--- src/rtl/clk_div_pkg.sv ---
// Shared constants and helpers for the multi-channel clock divider.
// Mode encodings, default parameter values and the config address width function.
package clk_div_pkg;

   localparam logic MODE_TOGGLE = 1'b0;
   localparam logic MODE_PULSE  = 1'b1;

   localparam int DEF_NUM_CH = 4;
   localparam int DEF_CNT_W  = 32;
   localparam int DEF_DIV    = 50_000_000;

   // Address width for n channels, never narrower than one bit.
   function automatic int addr_w(input int n);
      return (n > 1) ? $clog2(n) : 1;
   endfunction

endpackage

--- src/rtl/clk_div_ch.sv ---
// One divider channel: holds its own div/mode/en settings, counter and output registers.
// load_i takes priority over sync_i, which takes priority over counting.
module clk_div_ch
   import clk_div_pkg::*;
#(
   parameter int               CNT_W       = DEF_CNT_W,
   parameter logic [CNT_W-1:0] DEFAULT_DIV = CNT_W'(DEF_DIV)
) (
   input  logic             clk,
   input  logic             rst,
   input  logic             load_i,
   input  logic             sync_i,
   input  logic [CNT_W-1:0] div_i,
   input  logic             mode_i,
   input  logic             en_i,
   output logic             out_o,
   output logic             tick_o
);

   localparam logic [CNT_W-1:0] ONE = {{(CNT_W-1){1'b0}}, 1'b1};

   logic [CNT_W-1:0] div_q, div_d;
   logic [CNT_W-1:0] cnt_q, cnt_d;
   logic             mode_q, mode_d;
   logic             en_q, en_d;
   logic             out_q, out_d;
   logic             tick_q, tick_d;

   always_comb begin
      div_d  = div_q;
      mode_d = mode_q;
      en_d   = en_q;
      cnt_d  = cnt_q;
      out_d  = out_q;
      tick_d = 1'b0;
      if (load_i) begin
         div_d  = div_i;
         mode_d = mode_i;
         en_d   = en_i;
         cnt_d  = '0;
         out_d  = 1'b0;
      end else if (sync_i || (div_q == '0)) begin
         // div=0 parks the channel idle instead of dividing by zero
         cnt_d = '0;
         out_d = 1'b0;
      end else if (en_q) begin
         if (cnt_q >= div_q - ONE) begin
            cnt_d = '0;
            if (mode_q == MODE_PULSE) begin
               tick_d = 1'b1;
               out_d  = 1'b0;
            end else begin
               out_d = ~out_q;
            end
         end else begin
            cnt_d = cnt_q + ONE;
         end
      end
   end

   always_ff @(posedge clk) begin
      if (rst) begin
         div_q  <= DEFAULT_DIV;
         mode_q <= MODE_TOGGLE;
         en_q   <= 1'b1;
         cnt_q  <= '0;
         out_q  <= 1'b0;
         tick_q <= 1'b0;
      end else begin
         div_q  <= div_d;
         mode_q <= mode_d;
         en_q   <= en_d;
         cnt_q  <= cnt_d;
         out_q  <= out_d;
         tick_q <= tick_d;
      end
   end

   assign out_o  = out_q;
   assign tick_o = tick_q;

endmodule

--- src/rtl/clk_div_multi.sv ---
// Multi-channel programmable clock divider: NUM_CH clk_div_ch instances plus config decode.
// Optional CLK_DIV_SYNC_EN adds a sync input that restarts every channel at once.
module clk_div_multi
   import clk_div_pkg::*;
#(
   parameter int               NUM_CH      = DEF_NUM_CH,
   parameter int               CNT_W       = DEF_CNT_W,
   parameter logic [CNT_W-1:0] DEFAULT_DIV = CNT_W'(DEF_DIV),
   parameter int               ADDR_W      = addr_w(NUM_CH)
) (
   input  logic              clk,
   input  logic              rst,
   input  logic              cfg_we,
   input  logic [ADDR_W-1:0] cfg_addr,
   input  logic [CNT_W-1:0]  cfg_div,
   input  logic              cfg_mode,
   input  logic              cfg_en,
`ifdef CLK_DIV_SYNC_EN
   input  logic              sync,
`endif
   output logic [NUM_CH-1:0] out,
   output logic [NUM_CH-1:0] tick
);

   logic              sync_all;
   logic [NUM_CH-1:0] load;

`ifdef CLK_DIV_SYNC_EN
   assign sync_all = sync;
`else
   assign sync_all = 1'b0;
`endif

   // Addresses with no matching channel produce no strobe, so they are ignored.
   for (genvar i = 0; i < NUM_CH; i++) begin : g_ch
      assign load[i] = cfg_we && (cfg_addr == ADDR_W'(i));

      clk_div_ch #(
         .CNT_W      (CNT_W),
         .DEFAULT_DIV(DEFAULT_DIV)
      ) u_ch (
         .clk    (clk),
         .rst    (rst),
         .load_i (load[i]),
         .sync_i (sync_all),
         .div_i  (cfg_div),
         .mode_i (cfg_mode),
         .en_i   (cfg_en),
         .out_o  (out[i]),
         .tick_o (tick[i])
      );
   end

endmodule

--- config.mk ---
export PLATFORM = sky130hd
export DESIGN_NAME = clk_div_multi
export DESIGN_NICKNAME = d
export VERILOG_FILES = /design/src/rtl/clk_div_pkg.sv /design/src/rtl/clk_div_ch.sv /design/src/rtl/clk_div_multi.sv
export SDC_FILE = /design/constraint.sdc
export NUM_CORES = 1
export LEC_CHECK = 0
export CORE_ASPECT_RATIO = 1.4
export CORE_MARGIN = 2
export CORE_UTILIZATION = 30
export DETAILED_ROUTE_END_ITERATION = 12
export GPL_TIMING_DRIVEN = 0
export PLACE_DENSITY = 0.41
export SLEW_MARGIN = 20
export SYNTH_ARGS = -nofsm -noshare
export SYNTH_HDL_FRONTEND = slang
export SYNTH_SLANG_ARGS = --single-unit
--- constraint.sdc ---
create_clock -name clk -period 5.1 [get_ports clk]
set_input_delay 0.765 -clock clk [delete_from_list [all_inputs] [get_ports clk]]
set_output_delay 0.765 -clock clk [all_outputs]
set_load 0.02 [all_outputs]
==> metrics.cfg <==
[timing]
setup_violations=0
worst_slack_ns=0.4562
finalMaxSlewViolations=0
relSlewSlack_pct=34.51
finalCritPeriodShare_pct=91.05
fin_tns_setup_ns=0
max_slew.worst_pin.slew_ns=0.9734
skew_ns=0.009985
hold_viol=0
max_freq_ghz=0.2153
period_needed_ns=4.644
rsz0062_at_grt=no
hold_slack_ns=0.4618

[power_and_ir_drop]
p_int_w=0.003959
power.density_nw_per_um2=292.8
power.total_w=0.005350
p_switching_w=0.001390
p_clk_share_pct=48.5
seqPwrFrac_pct=42.1
p_leak_nw=6.928
pwr-share-comb_pct=9.3
irDropWorstVdd_uv=215.1
p_sw_share_pct=25.99

[clocking]
clkSinkCount=272
cts_buffers=34
root_buffer=clkbuf_16
clk_latency_ns=0.55
cts_tree=done
clk_pin_slew_worst_paths_ns=0.06
postCtsHoldBufs=0
htreeDepth=2
clock_path_buffers=3
cts_setup_buffers=0
cts_resized=0

[grt]
grt_pass1_vias=13179
grt_usage_pct=18.22
grt_overflow=0
grt_pass1_wl_um=76210
grt_use_met2_pct=33.92
antenna_found_initial=0
grt_busiest_layer=met2
use_met3_pct=2.603
met1_usage_pct=21.41
grt_max_degree=13

[setup_path]
ff2ff_setup_slack_ns=0.46
worst-setup-path-type=reg2reg
crit_chain=or4_1, nor2_1, nand2_1, nor3_1, nand2_1, xor2_1, ha_1, and4_1, or3b_1, or4_1, o211ai_1, a41oi_2, o21ai_4, buf_6, nor2_1
slowest_delay_ns=0.56
crit_arrival_ns=5.09
cp_slowest_cell=or4_1
startpoint_type=flop
path_max_fanout=10
endpoint_kind=flop
required_ns=5.54

[status]
outcome=finished, final reports clean

[synthesis]
synth_cell_type_count=74
synth-main-ff-cell=dfxtp_1
netlist_area_um2=15800
synth_nets=2124
yosys_warnings=0
async_flop_share_pct=0
ys_seq_area_share_pct=34.46
syn_inst=1945
synth.avg_cell_area_um2=8.123
ys_seq_elements=272
synth_edf_count=0

[cells_and_area]
syn2layout_area_growth_pct=15.64
multi_input_area_um2=9887
layout_commonest_cell=nand2_1
seqCellArea_um2=5445
final_cell_mix=nand2_1, dfxtp_1, nor2_1
diodes=0
nNetsFinal=2205
fillers=5503
drive_gt1_share_pct=5.756

[placed_design]
portBuffers=45
place_ws_ns=0.3680
hpwl_um=36910
globalplace.congestion=0.7733

[routing]
wl_um=48650
via_per_inst=4.967
drc=0
first_iter_violations=578
avgRoutedWirePerCell_um=17.98
ant_nets=0
dr.pass1.iters=5
via_count=13441

[floorplanning]
core_area_um2=52020
die_w_um=198.0
die_y_um=275.5
rows=99
io_pins=47
die-area_um2=54540
start_util_pct=30.37

[min_path]
hold_class=reg2reg

[job]
max-cap-violations=0

-- synthesized netlist by cell type (all sizes together) (2+ instances only) --
library cell | instances | share of area [%]
or2 | 3 | 0.12
xnor2 | 122 | 6.8
a2111oi | 3 | 0.17
nor3 | 50 | 1.6
inv | 27 | 0.64
nor2 | 211 | 5.2
and4 | 19 | 1.1
and2 | 10 | 0.41
clkinv | 3 | 0.071
o21ai | 25 | 1.0
a2111o | 2 | 0.14
or3 | 8 | 0.35
a21o | 6 | 0.29
o211ai | 5 | 0.24
nand4 | 48 | 1.9
ha | 140 | 11
nor3b | 6 | 0.32
nand3b | 54 | 2.6
o21a | 3 | 0.14
nand2 | 398 | 9.5
and3 | 22 | 0.87
xor2 | 106 | 5.9
or3b | 2 | 0.11
dfxtp | 272 | 34
nor2b | 9 | 0.36
nor4 | 40 | 1.8
o31ai | 3 | 0.14
a211o | 5 | 0.28
and3b | 2 | 0.11
nand4b | 4 | 0.22
a31oi | 7 | 0.41
a221oi | 6 | 0.33
a21oi | 142 | 4.5
nand3 | 70 | 2.2
or4 | 19 | 1.0
buf | 19 | 1.1
o31a | 2 | 0.11
nand2b | 8 | 0.32
clkbuf | 51 | 1.2
-- kinds of logic (layout without fill, tap and decap cells) --
logic type                 Yosys count  count (layout)  synth area share, %
AOI/OAI and AO/OA                  218             218                8.394
xor gates and xnor gates           228             228                12.64
adders and majority gates          140             140                11.09
buffers and inverters              100             205                2.993
DFF                                272             272                34.46
muxes                                1               1              0.06335
and+or+nand+nor                    986             986                30.36
-- stage by stage --
step,util (%),instance area [um2],cells
CTS,35.12,18270,2706
finish,35.12,18270,2706
detailed placement,32.82,17080,2646
floorplan,-,15800,1945
global placement,32.81,17070,2646
global route,35.12,18270,2706
-- final timing paths --
kind | start | to | cells past startpoint
hold / removal | g_ch[3].u_ch.div_q[0] | g_ch[3].u_ch.div_q[0] | 2
hold reg to reg | g_ch[3].u_ch.div_q[0] | g_ch[3].u_ch.div_q[0] | 2
setup / recovery | g_ch[2].u_ch.div_q[2] | g_ch[2].u_ch.cnt_q[25] | 15
setup reg to reg | g_ch[2].u_ch.div_q[2] | g_ch[2].u_ch.cnt_q[25] | 15
-- layer usage --
layer / share of wire [%] / wire length (um) / vias to the layer above
met5: 0 / 0 / -
met1: 42 / 20600 / 6336
met3: 3.3 / 1623 / 63
li1: - / - / 6873
met4: 2.8 / 1358 / 0
met2: 52 / 25070 / 169
-- final cells by class --
cell class,count,area share [%]
clock buffers,52,6.033
multi-input cells,1573,54.11
flip-flops and latches,272,29.80
clock inverters,8,0.5067
repair buffers,45,2.465
well taps,656,4.492
inverters,30,0.6163
plain buffers,70,1.972
-- critical path, delay by kind of cell, from the launching register on --
family          cells  cell delay, ns
compound gates      3            0.96
buf+inv             1            0.21
flops               1            0.36
simple gates        9            2.54
fa+ha+maj           1            0.30
xor+xnor            1            0.17
-- power groups by stage --
stage / sequential [W] / clock (W) / combinational, W
after floorplan: 0.00227 / 0 / 0.000324
after global placement: 0.00230 / 0 / 0.000497
after detailed placement: 0.00230 / 0 / 0.000504
after CTS: 0.00225 / 0.00268 / 0.000508
after global routing: 0.00226 / 0.00276 / 0.000559
final: 0.00225 / 0.00260 / 0.000500
-- sequential cells by signal, summed over array words and instances (netlist names) --
signal	flops
g_ch.u_ch.cnt_q	128
g_ch.u_ch.div_q	128
g_ch.u_ch.en_q	4
g_ch.u_ch.mode_q	4
g_ch.u_ch.out_o	4
g_ch.u_ch.tick_o	4
Note: power is estimated with default switching activity, not from simulation.
